$ cat src/rtl/rl_lj_run_ctrl_if.sv
// Bundle of run-control, pipeline, result-memory and readback signals for rl_lj_run_ctrl.
// The slave modport is the controller's view; the master modport is the surrounding system's view.
interface rl_lj_run_ctrl_if #(
    parameter int DATA_WIDTH         = 32,
    parameter int RESULTS_ADDR_WIDTH = 14
);
    logic                            run_req;
    logic                            pipe_rst;
    logic                            pipe_start;
    logic                            pipe_done;
    logic                            force_valid;
    logic [DATA_WIDTH-1:0]           force_x;
    logic [DATA_WIDTH-1:0]           force_y;
    logic [DATA_WIDTH-1:0]           force_z;
    logic [RESULTS_ADDR_WIDTH-1:0]   mem_addr;
    logic [3*DATA_WIDTH-1:0]         mem_wdata;
    logic                            mem_wren;
    logic                            mem_rden;
    logic [3*DATA_WIDTH-1:0]         mem_q;
    logic                            rd_req;
    logic [3*DATA_WIDTH-1:0]         rd_data;
    logic                            rd_valid;
    logic                            rd_ready;
    logic                            rd_last;
    logic [RESULTS_ADDR_WIDTH:0]     result_count;
    logic                            overflow;
    logic                            busy;
    logic [31:0]                     cycle_count;

    modport slave (
        input  run_req, pipe_done, force_valid, force_x, force_y, force_z,
               mem_q, rd_req, rd_ready,
        output pipe_rst, pipe_start, mem_addr, mem_wdata, mem_wren, mem_rden,
               rd_data, rd_valid, rd_last, result_count, overflow, busy, cycle_count
    );

    modport master (
        output run_req, pipe_done, force_valid, force_x, force_y, force_z,
               mem_q, rd_req, rd_ready,
        input  pipe_rst, pipe_start, mem_addr, mem_wdata, mem_wren, mem_rden,
               rd_data, rd_valid, rd_last, result_count, overflow, busy, cycle_count
    );
endinterface

$ cat src/rtl/rl_lj_run_ctrl.sv
// Run controller for the LJ force pipeline: resets/starts the pipeline, stores force triples, then streams them back.
// Define RL_LJ_CYCLE_COUNT_EN to build the saturating START+RUN cycle counter; otherwise cycle_count is tied to 0.
module rl_lj_run_ctrl #(
    parameter int DATA_WIDTH         = 32,
    parameter int RESULTS_ADDR_WIDTH = 14,
    parameter int RESULTS_DATA_NUM   = 10000,
    parameter int PIPE_RST_CYCLES    = 4
) (
    input logic               clk,
    input logic               rst,
    rl_lj_run_ctrl_if.slave   bus
);
    localparam int AW     = RESULTS_ADDR_WIDTH;
    localparam int CNT_W  = RESULTS_ADDR_WIDTH + 1;
    localparam int PRST_W = $clog2(PIPE_RST_CYCLES + 1);
    localparam logic [CNT_W-1:0]  CAPACITY  = CNT_W'(RESULTS_DATA_NUM);
    localparam logic [PRST_W-1:0] PRST_LAST = PRST_W'(PIPE_RST_CYCLES - 1);

    typedef enum logic [2:0] {
        IDLE,
        PRST,
        START,
        RUN,
        DONE,
        READ_ISSUE,
        READ_HOLD
    } state_e;

    state_e                  state_q;
    logic [PRST_W-1:0]       prstCnt_q;
    logic [CNT_W-1:0]        resultCount_q;
    logic [CNT_W-1:0]        rdPtr_q;
    logic                    overflow_q;
    logic                    pipeRst_q;
    logic                    pipeStart_q;
    logic [AW-1:0]           memAddr_q;
    logic [3*DATA_WIDTH-1:0] memWdata_q;
    logic                    memWren_q;
    logic                    memRden_q;
    logic [3*DATA_WIDTH-1:0] rdData_q;
    logic                    holdFirst_q;
    logic                    rdLast_q;
    logic [CNT_W-1:0]        rdPtr_d;

    assign rdPtr_d = rdPtr_q + 1'b1;

    always_ff @(posedge clk) begin
        if (rst) begin
            state_q       <= IDLE;
            prstCnt_q     <= '0;
            resultCount_q <= '0;
            rdPtr_q       <= '0;
            overflow_q    <= 1'b0;
            pipeRst_q     <= 1'b0;
            pipeStart_q   <= 1'b0;
            memAddr_q     <= '0;
            memWdata_q    <= '0;
            memWren_q     <= 1'b0;
            memRden_q     <= 1'b0;
            rdData_q      <= '0;
            holdFirst_q   <= 1'b0;
            rdLast_q      <= 1'b0;
        end else begin
            memWren_q <= 1'b0;
            memRden_q <= 1'b0;
            case (state_q)
                IDLE, DONE: begin
                    if (bus.run_req) begin
                        state_q       <= PRST;
                        pipeRst_q     <= 1'b1;
                        prstCnt_q     <= '0;
                        resultCount_q <= '0;
                        overflow_q    <= 1'b0;
                    end else if (state_q == DONE && bus.rd_req && resultCount_q != '0) begin
                        state_q   <= READ_ISSUE;
                        rdPtr_q   <= '0;
                        memRden_q <= 1'b1;
                        memAddr_q <= '0;
                        rdLast_q  <= (resultCount_q == CNT_W'(1));
                    end
                end
                PRST: begin
                    if (prstCnt_q == PRST_LAST) begin
                        state_q     <= START;
                        pipeRst_q   <= 1'b0;
                        pipeStart_q <= 1'b1;
                    end else begin
                        prstCnt_q <= prstCnt_q + 1'b1;
                    end
                end
                START: begin
                    state_q <= RUN;
                end
                RUN: begin
                    // A triple arriving alongside pipe_done is still stored.
                    if (bus.force_valid) begin
                        if (resultCount_q < CAPACITY) begin
                            memWren_q     <= 1'b1;
                            memAddr_q     <= resultCount_q[AW-1:0];
                            memWdata_q    <= {bus.force_z, bus.force_y, bus.force_x};
                            resultCount_q <= resultCount_q + 1'b1;
                        end else begin
                            overflow_q <= 1'b1;
                        end
                    end
                    if (bus.pipe_done) begin
                        state_q     <= DONE;
                        pipeStart_q <= 1'b0;
                    end
                end
                READ_ISSUE: begin
                    state_q     <= READ_HOLD;
                    holdFirst_q <= 1'b1;
                end
                READ_HOLD: begin
                    // mem_q is only valid in the first hold cycle, so latch it for stalls.
                    holdFirst_q <= 1'b0;
                    if (holdFirst_q) begin
                        rdData_q <= bus.mem_q;
                    end
                    if (bus.rd_ready) begin
                        rdPtr_q <= rdPtr_d;
                        if (rdLast_q) begin
                            state_q <= DONE;
                        end else begin
                            state_q   <= READ_ISSUE;
                            memRden_q <= 1'b1;
                            memAddr_q <= rdPtr_d[AW-1:0];
                            rdLast_q  <= (rdPtr_d == resultCount_q - 1'b1);
                        end
                    end
                end
                default: begin
                    state_q <= IDLE;
                end
            endcase
        end
    end

    assign bus.pipe_rst     = pipeRst_q;
    assign bus.pipe_start   = pipeStart_q;
    assign bus.mem_addr     = memAddr_q;
    assign bus.mem_wdata    = memWdata_q;
    assign bus.mem_wren     = memWren_q;
    assign bus.mem_rden     = memRden_q;
    assign bus.rd_valid     = (state_q == READ_HOLD);
    assign bus.rd_data      = holdFirst_q ? bus.mem_q : rdData_q;
    assign bus.rd_last      = (state_q == READ_HOLD) && rdLast_q;
    assign bus.result_count = resultCount_q;
    assign bus.overflow     = overflow_q;
    assign bus.busy         = !(state_q == IDLE || state_q == DONE);

`ifdef RL_LJ_CYCLE_COUNT_EN
    logic [31:0] cycleCount_q;

    always_ff @(posedge clk) begin
        if (rst) begin
            cycleCount_q <= '0;
        end else if ((state_q == IDLE || state_q == DONE) && bus.run_req) begin
            cycleCount_q <= '0;
        end else if ((state_q == START || state_q == RUN) && cycleCount_q != 32'hFFFF_FFFF) begin
            cycleCount_q <= cycleCount_q + 32'd1;
        end
    end

    assign bus.cycle_count = cycleCount_q;
`else
    assign bus.cycle_count = 32'd0;
`endif
endmodule

$ cat src/flat_wrapper.sv
// flat-port wrapper written by rule: the top's interface ports become plain ports
module rl_lj_run_ctrl_flat 
#(
    parameter int DATA_WIDTH         = 32,
    parameter int RESULTS_ADDR_WIDTH = 14,
    parameter int RESULTS_DATA_NUM   = 10000,
    parameter int PIPE_RST_CYCLES    = 4
)
  (clk, rst, bus_run_req, bus_pipe_done, bus_force_valid, bus_force_x, bus_force_y, bus_force_z, bus_mem_q, bus_rd_req, bus_rd_ready, bus_pipe_rst, bus_pipe_start, bus_mem_addr, bus_mem_wdata, bus_mem_wren, bus_mem_rden, bus_rd_data, bus_rd_valid, bus_rd_last, bus_result_count, bus_overflow, bus_busy, bus_cycle_count);
  rl_lj_run_ctrl_if #(.DATA_WIDTH(DATA_WIDTH), .RESULTS_ADDR_WIDTH(RESULTS_ADDR_WIDTH)) bus_i ();
  input logic clk;
  input logic rst;
  input wire logic [$bits(bus_i.run_req)-1:0] bus_run_req;
  input wire logic [$bits(bus_i.pipe_done)-1:0] bus_pipe_done;
  input wire logic [$bits(bus_i.force_valid)-1:0] bus_force_valid;
  input wire logic [$bits(bus_i.force_x)-1:0] bus_force_x;
  input wire logic [$bits(bus_i.force_y)-1:0] bus_force_y;
  input wire logic [$bits(bus_i.force_z)-1:0] bus_force_z;
  input wire logic [$bits(bus_i.mem_q)-1:0] bus_mem_q;
  input wire logic [$bits(bus_i.rd_req)-1:0] bus_rd_req;
  input wire logic [$bits(bus_i.rd_ready)-1:0] bus_rd_ready;
  output wire logic [$bits(bus_i.pipe_rst)-1:0] bus_pipe_rst;
  output wire logic [$bits(bus_i.pipe_start)-1:0] bus_pipe_start;
  output wire logic [$bits(bus_i.mem_addr)-1:0] bus_mem_addr;
  output wire logic [$bits(bus_i.mem_wdata)-1:0] bus_mem_wdata;
  output wire logic [$bits(bus_i.mem_wren)-1:0] bus_mem_wren;
  output wire logic [$bits(bus_i.mem_rden)-1:0] bus_mem_rden;
  output wire logic [$bits(bus_i.rd_data)-1:0] bus_rd_data;
  output wire logic [$bits(bus_i.rd_valid)-1:0] bus_rd_valid;
  output wire logic [$bits(bus_i.rd_last)-1:0] bus_rd_last;
  output wire logic [$bits(bus_i.result_count)-1:0] bus_result_count;
  output wire logic [$bits(bus_i.overflow)-1:0] bus_overflow;
  output wire logic [$bits(bus_i.busy)-1:0] bus_busy;
  output wire logic [$bits(bus_i.cycle_count)-1:0] bus_cycle_count;
  assign bus_i.run_req = bus_run_req;
  assign bus_i.pipe_done = bus_pipe_done;
  assign bus_i.force_valid = bus_force_valid;
  assign bus_i.force_x = bus_force_x;
  assign bus_i.force_y = bus_force_y;
  assign bus_i.force_z = bus_force_z;
  assign bus_i.mem_q = bus_mem_q;
  assign bus_i.rd_req = bus_rd_req;
  assign bus_i.rd_ready = bus_rd_ready;
  assign bus_pipe_rst = bus_i.pipe_rst;
  assign bus_pipe_start = bus_i.pipe_start;
  assign bus_mem_addr = bus_i.mem_addr;
  assign bus_mem_wdata = bus_i.mem_wdata;
  assign bus_mem_wren = bus_i.mem_wren;
  assign bus_mem_rden = bus_i.mem_rden;
  assign bus_rd_data = bus_i.rd_data;
  assign bus_rd_valid = bus_i.rd_valid;
  assign bus_rd_last = bus_i.rd_last;
  assign bus_result_count = bus_i.result_count;
  assign bus_overflow = bus_i.overflow;
  assign bus_busy = bus_i.busy;
  assign bus_cycle_count = bus_i.cycle_count;
  rl_lj_run_ctrl #(.DATA_WIDTH(DATA_WIDTH), .RESULTS_ADDR_WIDTH(RESULTS_ADDR_WIDTH), .RESULTS_DATA_NUM(RESULTS_DATA_NUM), .PIPE_RST_CYCLES(PIPE_RST_CYCLES)) u_core (.clk(clk), .rst(rst), .bus(bus_i));
endmodule
$ cat config.mk
export PLATFORM = sky130hd
export DESIGN_NAME = rl_lj_run_ctrl_flat
export DESIGN_NICKNAME = d
export VERILOG_FILES = /design/src/rtl/rl_lj_run_ctrl_if.sv /design/src/rtl/rl_lj_run_ctrl.sv /design/src/flat_wrapper.sv
export SDC_FILE = /design/constraint.sdc
export NUM_CORES = 1
export LEC_CHECK = 0
export CAP_MARGIN = 15
export CORE_MARGIN = 1.5
export CORE_UTILIZATION = 30
export CTS_CLUSTER_DIAMETER = 120
export CTS_CLUSTER_SIZE = 10
export DETAILED_ROUTE_END_ITERATION = 10
export PLACE_DENSITY = 0.58
export SYNTH_ARGS = -nofsm -noshare
export SYNTH_HDL_FRONTEND = slang
export SYNTH_SLANG_ARGS = --single-unit
$ cat constraint.sdc
create_clock -name clk -period 2.4 [get_ports clk]
set_input_delay 0.36 -clock clk [delete_from_list [all_inputs] [get_ports clk]]
set_output_delay 0.36 -clock clk [all_outputs]
set_load 0.005 [all_outputs]
==> metrics.yaml, run 1 <==
status: "completed"
first_global_vias: 10600
drive_above_1_share_pct: 13.1
routed_via_density: 4.71
ioPinCount: 460
vias: 11000
worstHoldStart: "rst"
ant_nets: 0
start_kind: "flop"
yosys.area.top_type: "dfxtp_1"
syn_area_um2: 11400
crit_path_end_kind: "output port"
power_frac_clock_pct: 40.4
reg2regPathDepth: 8
routed_wl_mm: 39.4
grt_use_total_pct: 19.0
p_seq_share_pct: 45.6
hold_violations: 0
swShare_pct: 23.8
finalCritPeriodShare_pct: 97.6
rsz0062_at_grt: "yes"
period_minus_slack_ns: 2.34
path_max_fanout: 6
r2r-end: "u_core.rdLast_q"
min_path_cells: 2
max_cap_violations: 0
dp_hpwl_mm: 26.9
p_switching_mw: 2.22
slew_viol_final: 0
diodes: 0
r2r_slack_ns: 0.14
synth_top_cells_by_area: "dfxtp_1 (44%), mux2_2 (9.6%), nor2_1 (8.8%)"
ys_seq_area_share_pct: 43.8
relSlewSlack_pct: 49.5
cts_tree: "done"
p_int_mw: 7.10
grt_max_degree: 84
drt_iter0_drc: 402
cts_root_buf: "clkbuf_16"
cts_buffer_depth: 3
syn_inst: 1394
clk_pin_slew_ns: 0.06
ys.flop_type: "dfxtp_1"
syn_to_final_growth_pct: 52.8
dieArea_um2: 39100
crit_arrival_ns: 1.98
ys_ff_latch: 249
design.core.area_um2: 37500
power.share.combinational_pct: 14.0
rows: 71
antenna_found_initial: 0
worst_pin_slew_ns: 0.758
final_util_pct: 46.3
setup_viol_count_final: 0
rr_startpoint: "u_core.bus.result_count[0]"
hold_class: "primary input to flop"
gr-total-overflow: 0
routedWlPerCell_um: 16.9
final_common_cell: "clkdlybuf4s50_1"
grt_pass1_wl_mm: 59.6
p_total_mw: 9.31
synth_top_area_share_pct: 43.8
critPathKind: "flop to output port"
fmax_mhz: 427
io_buffers: 427
fin_nets: 2031
gp_congestion: 0.842
final_cell_mix: "clkdlybuf4s50_1 (331), nor2_1 (266), dfxtp_1 (246)"
drcViolationCount: 0
p_leak_nw: 7.01
crit_start: "u_core.holdFirst_q"
async_flop_share_pct: 0
cts_made_buffers: 28
start_util_pct: 30.3
cp_data_required_time_ns: 2.04
chipWidth_um: 198
clock_latency_ns: 0.55
die_height_um: 198
hold_path_end: "u_core.rdPtr_q[9]"
power_density_nw_per_um2: 536
ctsHoldBuffers: 0
peakVddDrop_uv: 539
ys_types: 66
dr.pass1.iters: 4
synth_area_per_cell_um2: 8.16
yosys_warnings: 0
clock_sinks: 249
synth_edf_count: 0
h-tree-depth: 1
finClkSkew_ns: 0.0132
[synth_stat cells, drive strengths merged (13+ instances only)]
cell / number
xor2: 13
nor2: 267
buf: 57
xnor2: 29
nand2: 212
nor3: 103
a211oi: 18
a21oi: 129
dfxtp: 249
mux2: 97
clkbuf: 82
[worst max-delay path, stage by stage, from the launching register on]
cell and delay, ns:
dfxtp_4 0.38, buf_12 0.13, buf_12 0.11, mux2_2 0.34, clkdlybuf4s50_1 0.47
[state kept, by name, summed over array words and instances (netlist names)]
signal / flops
u_core.rdData_q: 96
u_core.prstCnt_q: 3
u_core.rdLast_q: 1
u_core.bus.mem_wren: 1
u_core.bus.overflow: 1
u_core.bus.pipe_start: 1
u_core.bus.mem_addr: 14
u_core.bus.mem_rden: 1
u_core.bus.pipe_rst: 1
u_core.bus.result_count: 15
u_core.holdFirst_q: 1
u_core.rdPtr_q: 15
u_core.bus.mem_wdata: 96
u_core.state_q: 3
[routing by layer]
metal  vias up  track usage (%)  part of all wire [%]
met4         0             5.91                   2.6
met3        59             5.84                   8.5
met2       366             31.9                    47
met5         -                0                     0
met1      5107             23.3                    42
li1       5470                -                     -
[cell type report]
cell class                      instances  area, µm²
Inverter                               13       53.8
Sequential cell                       249       4990
Clock buffer                           31        733
Fill cell                            3710      20100
Multi-Input combinational cell       1024       5780
Tap cell                              511        639
Timing Repair Buffer                  509       5170
[worst max path at each step]
stage | cells after the start | to | slack, ns
3_5_place_dp | 8 | u_core.rdLast_q | 0.15
3_3_place_gp | 7 | u_core.state_q[2] | 0.16
6_report | 4 | bus_rd_data[71] | 0.06
4_1_cts | 5 | bus_rd_data[19] | -0.12
5_1_grt | 5 | bus_rd_data[68] | -0.01
2_1_floorplan | 9 | u_core.rdLast_q | 0.05
[kinds of logic after synthesis]
group,synth area share [%]
AOI/OAI and AO/OA,10.4
adders and majority gates,0.770
buffers and inverters,6.78
DFF,43.8
other,0.0330
xor gates and xnor gates,3.44
and+or+nand+nor,24.0
muxes,10.7
[stage by stage]
step	area, µm²	std cells	hold slack [ns]	setup TNS, ns	setup slack, ns
5_1_grt	17400	2337	0.312	-0.0298	-0.0124
2_1_floorplan	11500	1425	0.453	0	0.0522
6_report	17400	2337	0.298	0	0.0571
4_1_cts	17200	2322	0.277	-2.07	-0.122
3_3_place_gp	16300	2278	0.441	0	0.159
3_5_place_dp	16300	2278	0.445	0	0.151
[power by group through the flow]
stage,clock network [mW],registers [mW],logic (mW)
3_5_place_dp,0,4.34,1.23
2_1_floorplan,0,4.33,0.523
5_1_grt,4.07,4.25,1.41
3_3_place_gp,0,4.34,1.23
6_report,3.76,4.24,1.31
4_1_cts,3.93,4.24,1.28
[timing repair]
| item | CTS | global route |
|---|---|---|
| setup buffers | 9 | 14 |
| cloned | 4 | 2 |
| setup endpoints to repair | 92 | 24 |
| resized for setup | 83 | 32 |
Power figures use the tool's default switching activity.
==> run 2: changes to the inputs <==
--- a/config.mk
+++ b/config.mk
@@ -12,6 +12,7 @@
 export CTS_CLUSTER_SIZE = 10
 export DETAILED_ROUTE_END_ITERATION = 10
 export PLACE_DENSITY = 0.58
+export SETUP_SLACK_MARGIN = 0.02
 export SYNTH_ARGS = -nofsm -noshare
 export SYNTH_HDL_FRONTEND = slang
 export SYNTH_SLANG_ARGS = --single-unit
==> constraint.sdc (replaced) <==
create_clock -name clk -period 2.4 [get_ports clk]
set_input_delay 0.48 -clock clk [delete_from_list [all_inputs] [get_ports clk]]
set_output_delay 0.48 -clock clk [all_outputs]
set_load 0.005 [all_outputs]
==> run 2 against run 1 <==
Global-route usage is 0.34 points higher. Cell area is 2.3% higher. Flip-flop and latch count stayed put. Clock skew is 0.0016 ns higher. Count of clock-buffer cells in the layout stayed put. Die area stayed put. Via count is 1.2% higher. Sequential power hardly changed. Cell count is 0.94% higher. First-iteration DRC count is 16% lower. Worst hold slack better by 0.028 ns. Clock power hardly changed. Largest power group unchanged. Highest routed layer is now met5.
==> metrics.yaml, run 2 (same netlist as run 1, synthesis figures left out) <==
hold_violations: 0
final_util_pct: 47.4
crit_arrival_ns: 1.90
cts_tree: "done"
dp_slack_ns: 0.132
p_leak_nw: 6.72
grt_max_degree: 84
design.core.area_um2: 37500
start_kind: "flop"
h-tree-depth: 1
hold_ws_ns: 0.326
clock_sinks: 249
r2r-end: "u_core.rdLast_q"
io_buffers: 427
critical-path-top-delay-family: "buffers and inverters"
fmax_mhz: 420
ctsHoldBuffers: 0
period_minus_slack_ns: 2.38
critPathKind: "flop to output port"
max_cap_violations: 0
final_cell_mix: "clkdlybuf4s50_1 (328), nor2_1 (266), dfxtp_1 (245)"
drt_iter0_drc: 336
finalCritPeriodShare_pct: 99.1
ioPinCount: 460
cp_data_required_time_ns: 1.92
rows: 71
clk_pin_slew_ns: 0.06
crit_buf_inv: 5
grt_pass1_wl_mm: 60.2
slew_viol_final: 0
power_density_nw_per_um2: 533
status: "completed"
fin_nets: 2053
dp_hpwl_mm: 26.9
hold_class: "primary input to flop"
crit_chain: "buf_12 -> buf_12 -> buf_16 -> buf_12 -> mux2_4 -> buf_6"
peakVddDrop_uv: 474
rsz0062_at_grt: "yes"
gp_congestion: 0.806
syn_to_final_growth_pct: 56.3
clock_latency_ns: 0.55
reg2regPathDepth: 8
vias: 11100
r2r_slack_ns: 0.14
chipWidth_um: 198
cts_buffer_depth: 3
ant_nets: 0
final_common_cell: "clkdlybuf4s50_1"
cts_root_buf: "clkbuf_16"
drcViolationCount: 0
gr-total-overflow: 0
routed_wl_mm: 39.8
first_global_vias: 10800
cp_slowest_cell: "dfxtp_4"
rr_startpoint: "u_core.bus.result_count[0]"
dr.pass1.iters: 4
crit_cells: 6
antenna_found_initial: 2
start_util_pct: 30.3
min_path_cells: 2
setup_viol_count_final: 0
path_max_fanout: 8
crit_path_end_kind: "output port"
fin_area_um2: 17800
cp_slowest_stage_delay_ns: 0.35
diodes: 0
dieArea_um2: 39100
grt_use_total_pct: 19.4
die_height_um: 198
crit_top_cell: "buf_12"
drive_above_1_share_pct: 18.6
fin_ws_ns: 0.0214
critPathCapture: "bus_rd_data[7]"
worst_pin_slew_ns: 0.721
cts_made_buffers: 28
crit_start: "u_core.holdFirst_q"
relSlewSlack_pct: 51.9
finClkSkew_ns: 0.0148
routed_via_density: 4.72
place_area_um2: 16300
routedWlPerCell_um: 16.9
-- run 2: changes by cell type in the layout (fill, tap and decap cells not counted), sizes merged, moves of 3 or more --
cell	delta
clkdlybuf4s50	-3
buf	+90
dlymetal6s2s	-22
clkdlybuf4s15	+13
clkbuf	+9
dlygate4sd2	-64
-- run 2: timing repair --
item                                    4_1_cts  5_1_grt
endpoints found under the setup margin       99       59
pin swaps                                     0        0
gates cloned                                  7        1
resized for setup                           410       45
setup buffers                                37       11
-- run 2: cell type report --
cell class	instances	area [µm²]
multi-input cells	1024	5960
well taps	511	639
fillers	3634	19700
repair buffers	531	5390
clock buffers	31	733
flip-flops and latches	249	5000
inverters	13	50.0
-- run 2: how the worst min path moves through the flow --
stage	slack, ns	start	to
floorplan	0.45	u_core.bus.mem_wdata[0]	u_core.bus.mem_wdata[0]
global placement	0.44	u_core.bus.mem_wdata[6]	u_core.bus.mem_wdata[6]
detailed placement	0.45	u_core.bus.mem_wdata[3]	u_core.bus.mem_wdata[3]
CTS	0.32	rst	u_core.bus.result_count[0]
global route	0.34	rst	u_core.bus.result_count[0]
finish	0.33	rst	u_core.rdPtr_q[11]
-- run 2: metrics by stage --
stage	total power [mW]	setup TNS, ns	instances
4_1_cts	9.64	-1.21	2351
6_report	9.48	0	2359
2_1_floorplan	4.85	0	1425
5_1_grt	9.88	-0.293	2359
3_5_place_dp	5.58	0	2276
3_3_place_gp	5.57	0	2276
-- run 2: metal layers --
metal	up-vias	part of all wire (%)	GRT usage, %
met4	4	3.6	7.04
met5	-	0.045	0
met1	5156	41	23.6
li1	5506	-	-
met2	391	45	31.3
met3	77	9.4	7.09
-- run 2: report_power, final --
part           switching, mW  internal, mW  leakage, nW  total, mW
registers             0.0420          4.21         2.01       4.25
logic                  0.572         0.900         4.35       1.47
clock network           1.65          2.11        0.360       3.76
==> run 3: changes to the inputs <==
--- a/config.mk
+++ b/config.mk
@@ -6,13 +6,14 @@
 export NUM_CORES = 1
 export LEC_CHECK = 0
 export CAP_MARGIN = 15
-export CORE_MARGIN = 1.5
-export CORE_UTILIZATION = 30
+export CORE_AREA = 2 2 177 179
 export CTS_CLUSTER_DIAMETER = 120
 export CTS_CLUSTER_SIZE = 10
 export DETAILED_ROUTE_END_ITERATION = 10
-export PLACE_DENSITY = 0.58
+export DIE_AREA = 0 0 179 181
+export PLACE_DENSITY = 0.71
 export SETUP_SLACK_MARGIN = 0.02
+export SLEW_MARGIN = 10
 export SYNTH_ARGS = -nofsm -noshare
 export SYNTH_HDL_FRONTEND = slang
 export SYNTH_SLANG_ARGS = --single-unit
==> run 3 against run 2 <==
The flow now finishes with violations (setup timing). First-iteration DRC count is 61% higher. Cell count is 5.8% lower. Via count is 0.63% lower. Largest power group unchanged.
==> metrics.yaml, run 3 (same netlist as run 1, synthesis figures left out) <==
status: "finished with violations"
violations: "setup timing"
finClkSkew_ns: 0.0136
grt_pass1_wl_mm: 57.5
setup_viol_count_final: 17
crit_arrival_ns: 1.95
routed_via_density: 4.98
routedWlPerCell_um: 16.7
start_util_pct: 37.5
fin_nets: 2031
start_kind: "flop"
dieArea_um2: 32400
r2r-end: "u_core.rdLast_q"
crit_path_end_kind: "output port"
die_height_um: 181
clock_sinks: 249
h-tree-depth: 1
ioPinCount: 460
gr-total-overflow: 0
rsz0062_at_grt: "yes"
rows: 64
power_frac_clock_pct: 40.3
fin_area_um2: 17100
hold_violations: 0
grt_use_total_pct: 21.9
p_switching_mw: 2.17
clock_latency_ns: 0.54
power_density_nw_per_um2: 540
worstHoldStart: "rst"
rr_startpoint: "u_core.bus.result_count[0]"
vias: 11100
p_seq_share_pct: 45.9
cts_root_buf: "clkbuf_16"
ctsHoldBuffers: 0
slew_viol_final: 0
antenna_found_initial: 1
chipWidth_um: 179
critPathKind: "flop to output port"
syn_to_final_growth_pct: 50.4
hold_path_end: "u_core.rdPtr_q[4]"
drt_iter0_drc: 542
period_minus_slack_ns: 2.43
final_common_cell: "clkdlybuf4s50_1"
final_cell_mix: "clkdlybuf4s50_1 (328), nor2_1 (267), dfxtp_1 (246)"
reg2regPathDepth: 8
routed_wl_mm: 37.0
ant_nets: 0
fmax_mhz: 412
r2r_slack_ns: 0.13
finalSetupTns_ns: -0.292
dr.pass1.iters: 5
path_max_fanout: 17
p_int_mw: 7.08
peakVddDrop_uv: 508
relSlewSlack_pct: 54.6
cts_made_buffers: 28
worst_pin_slew_ns: 0.681
design.core.area_um2: 30300
p_leak_nw: 6.80
grt_max_degree: 101
drive_above_1_share_pct: 14.4
clk_pin_slew_ns: 0.06
cts_tree: "done"
fin_ws_ns: -0.0263
first_global_vias: 10700
place_area_um2: 16200
hold_class: "primary input to flop"
io_buffers: 427
cp_data_required_time_ns: 1.92
drcViolationCount: 0
finalCritPeriodShare_pct: 101
cts_buffer_depth: 3
num-fill-cells: 2752
gp_congestion: 0.876
power.share.combinational_pct: 13.8
swShare_pct: 23.4
max_cap_violations: 0
min_path_cells: 2
dp_hpwl_mm: 26.2
==> run 3: cell types whose count changed in the layout (fill, tap and decap cells not counted), moves of 12 or more <==
cell	before	now
clkbuf_2	10	22
dlymetal6s2s_1	0	12
buf_6	55	6
mux2_2	43	85
buf_2	26	2
dlygate4sd2_1	7	56
mux2_4	54	12
==> run 3: worst max-delay path by stage <==
stage	start	endpoint	cells after the start
detailed placement	u_core.bus.result_count[0]	u_core.rdLast_q	8
floorplan	u_core.bus.result_count[0]	u_core.rdLast_q	9
global route	u_core.holdFirst_q	bus_rd_data[47]	5
global placement	u_core.bus.result_count[0]	u_core.rdLast_q	8
finish	u_core.holdFirst_q	bus_rd_data[20]	5
CTS	u_core.holdFirst_q	bus_rd_data[81]	4
==> run 3: layout make-up <==
type                    instances  area, µm²  area share [%]
repair buffers                509       5020            29.4
multi-input cells            1024       5800            33.9
clock buffers                  31        733            4.29
flip-flops and latches        249       4990            29.2
well taps                     396        495            2.90
diodes                          1       2.50          0.0146
inverters                      13       53.8           0.315
==> run 3: stage by stage <==
| step | hold WS, ns | cells | utilization, % | setup slack (ns) | power (mW) |
|---|---|---|---|---|---|
| after CTS | 0.251 | 2214 | 56.2 | -0.151 | 9.32 |
| after floorplan | 0.453 | 1425 | - | 0.0522 | 4.85 |
| after global routing | 0.277 | 2222 | 56.3 | -0.0896 | 9.61 |
| final | 0.284 | 2223 | 56.4 | -0.0263 | 9.24 |
| after detailed placement | 0.446 | 2169 | 53.3 | 0.145 | 5.57 |
| after global placement | 0.440 | 2169 | 53.3 | 0.174 | 5.55 |
==> run 3: repair_timing <==
action	CTS	global route
pin swaps	1	0
gates resized for setup	115	68
setup buffers	12	7
cloned	2	1
setup endpoints to repair	99	63
==> run 3: power by group through the flow <==
stage	sequential [mW]	clock, mW	combinational [mW]
floorplan	4.33	0	0.523
global placement	4.34	0	1.22
detailed placement	4.34	0	1.23
CTS	4.24	3.82	1.26
global route	4.25	3.99	1.37
finish	4.24	3.72	1.28
==> run 3: worst max-delay path: stages, from the launching register on <==
cell and delay (ns):
dfxtp_4 0.37, buf_12 0.13, buf_4 0.11, buf_12 0.15, mux2_2 0.36, dlygate4sd2_1 0.28
==> run 3: routing by layer <==
metal	track usage (%)	vias up	routed length (µm)
met5	0	-	0
met4	8.13	0	1330
met3	6.54	82	3520
met2	37.6	430	17600
met1	25.4	5086	14500
li1	-	5466	-
==> RTL change, RTL diff (settings of run 3) <==
The option `RL_LJ_CYCLE_COUNT_EN` is turned on by a define.
--- a/src/rtl/rl_lj_run_ctrl.sv
+++ b/src/rtl/rl_lj_run_ctrl.sv
@@ -1,5 +1,7 @@
 // Run controller for the LJ force pipeline: resets/starts the pipeline, stores force triples, then streams them back.
 // Define RL_LJ_CYCLE_COUNT_EN to build the saturating START+RUN cycle counter; otherwise cycle_count is tied to 0.
+`define RL_LJ_CYCLE_COUNT_EN
+
 module rl_lj_run_ctrl #(
     parameter int DATA_WIDTH         = 32,
     parameter int RESULTS_ADDR_WIDTH = 14,
Formal check against the unedited RTL: same outputs for any inputs over 4 cycles, from zero or initial values and one cycle with rst high; that may be too few to reach the edited logic, so the function may still have changed.
==> RTL change against run 3 <==
Cell area is 13% higher; wire length is 18% higher; sequential cell count is 32 higher; worst setup slack better by 0.028 ns; area after synthesis is 10% higher; die area stayed put; cell count is 9.6% higher.
Power is not compared: it rests on default switching activity, and its combinational part moved more than twofold at a synthesized area within 25%.
==> RTL change: results <==
[routing]
avgRoutedWirePerCell_microns = 17.9
dr.pass1.iters = 4
num_vias = 12706
drt_iter0_markers = 626

[clocking]
cts_setup_buffers = 19
numCtsBuffers = 34
path_clk_slew_ns = 0.06
htreeDepth = 2
postCtsResizedCells = 140

[global_routing]
use_met2 = 0.435
grt_pass1_vias = 12207
antenna_found_initial = 4
grt_usage = 0.250
use_met3 = 0.0703
grt_pass1_wl_microns = 65000
grt_max_degree = 112
grt.met1_usage = 0.287

[cells_and_area]
clk_share = 0.0465
antenna-diode-count = 4
multi_input_area_share = 0.341
n_all_buffers = 563
final_layout_size_suffix_gt1_frac = 0.150
regArea_sq_mm = 0.00564
nFlopsAndLatches = 281
clock_buffers = 37
fillers = 2593
final_nets = 2240
multi_input_cells = 1140
seq_share = 0.291
nonClkBufAreaFrac = 0.292

[worst_setup_path]
crit_arrival_ns = 2.75
rrSetupSlack_ns = 0.002
cp_max_fo = 14
worstReg2RegStart = "u_core.bus.result_count[6]"
path_buf_inv = 2
setup.worst_path.end = "u_core.bus.mem_addr[3]"
slowest_delay_ns = 0.61
rr_worst_depth = 7
crit_family = "compound AO/OA/AOI/OAI gates"
slowest_stage = "or4_4"

[placement]
place_congestion = 0.897
dpl_worst_slack_ns = -0.0250
dpl.hpwl_microns = 29400
io_buffers = 459
placed_area_sq_mm = 0.0179

[synthesis]
synth_warnings = 0
ys_top_cells_by_count = "nand2_1 (426), dfxtp_1 (281), a21oi_1 (234)"
syn_inst = 1551
netlist_top_cells_area = "dfxtp_1 (45%), nand2_1 (13%), a21oi_1 (9.3%), mux2_2 (8.6%), nor2_1 (3.1%)"
yosysSeqAreaShare = 0.448
ys_types = 59

[timing]
hold_ws_ns = 0.313
setup_ws_ns = 0.00174
relSlewSlack = 0.504

[floorplanning]
dieArea_sq_mm = 0.0324

[worst_hold_path]
hold_path_end = "u_core.bus.result_count[14]"
min_path_cells = 3

[status]
status = "finished, final reports clean"
-- RTL change: cell count changes in the layout (fill, tap and decap cells not counted), moves of 30 or more --
cell and delta:
nor2_1 -166, dfxtp_1 +30, a21oi_1 +103, conb_1 -32
clkdlybuf4s50_1 +33, nor3_1 -94, nand2_1 +213
-- RTL change: kinds of logic (layout without fill, tap and decap cells) --
logic type | count (synthesis) | after routing | synth area share
muxes | 107 | 107 | 0.0949
DFF | 281 | 281 | 0.448
adders and majority gates | 8 | 8 | 0.00797
other | 0 | 4 | 0
and+or+nand+nor | 649 | 649 | 0.219
xor gates and xnor gates | 62 | 62 | 0.0455
buffers and inverters | 130 | 615 | 0.0409
AOI/OAI and AO/OA | 314 | 314 | 0.144
-- RTL change: layer usage --
metal | vias up | wire length (microns)
met2 | 461 | 21300
met4 | 0 | 1530
met1 | 5962 | 17200
li1 | 6195 | -
met3 | 88 | 3480
met5 | - | 0
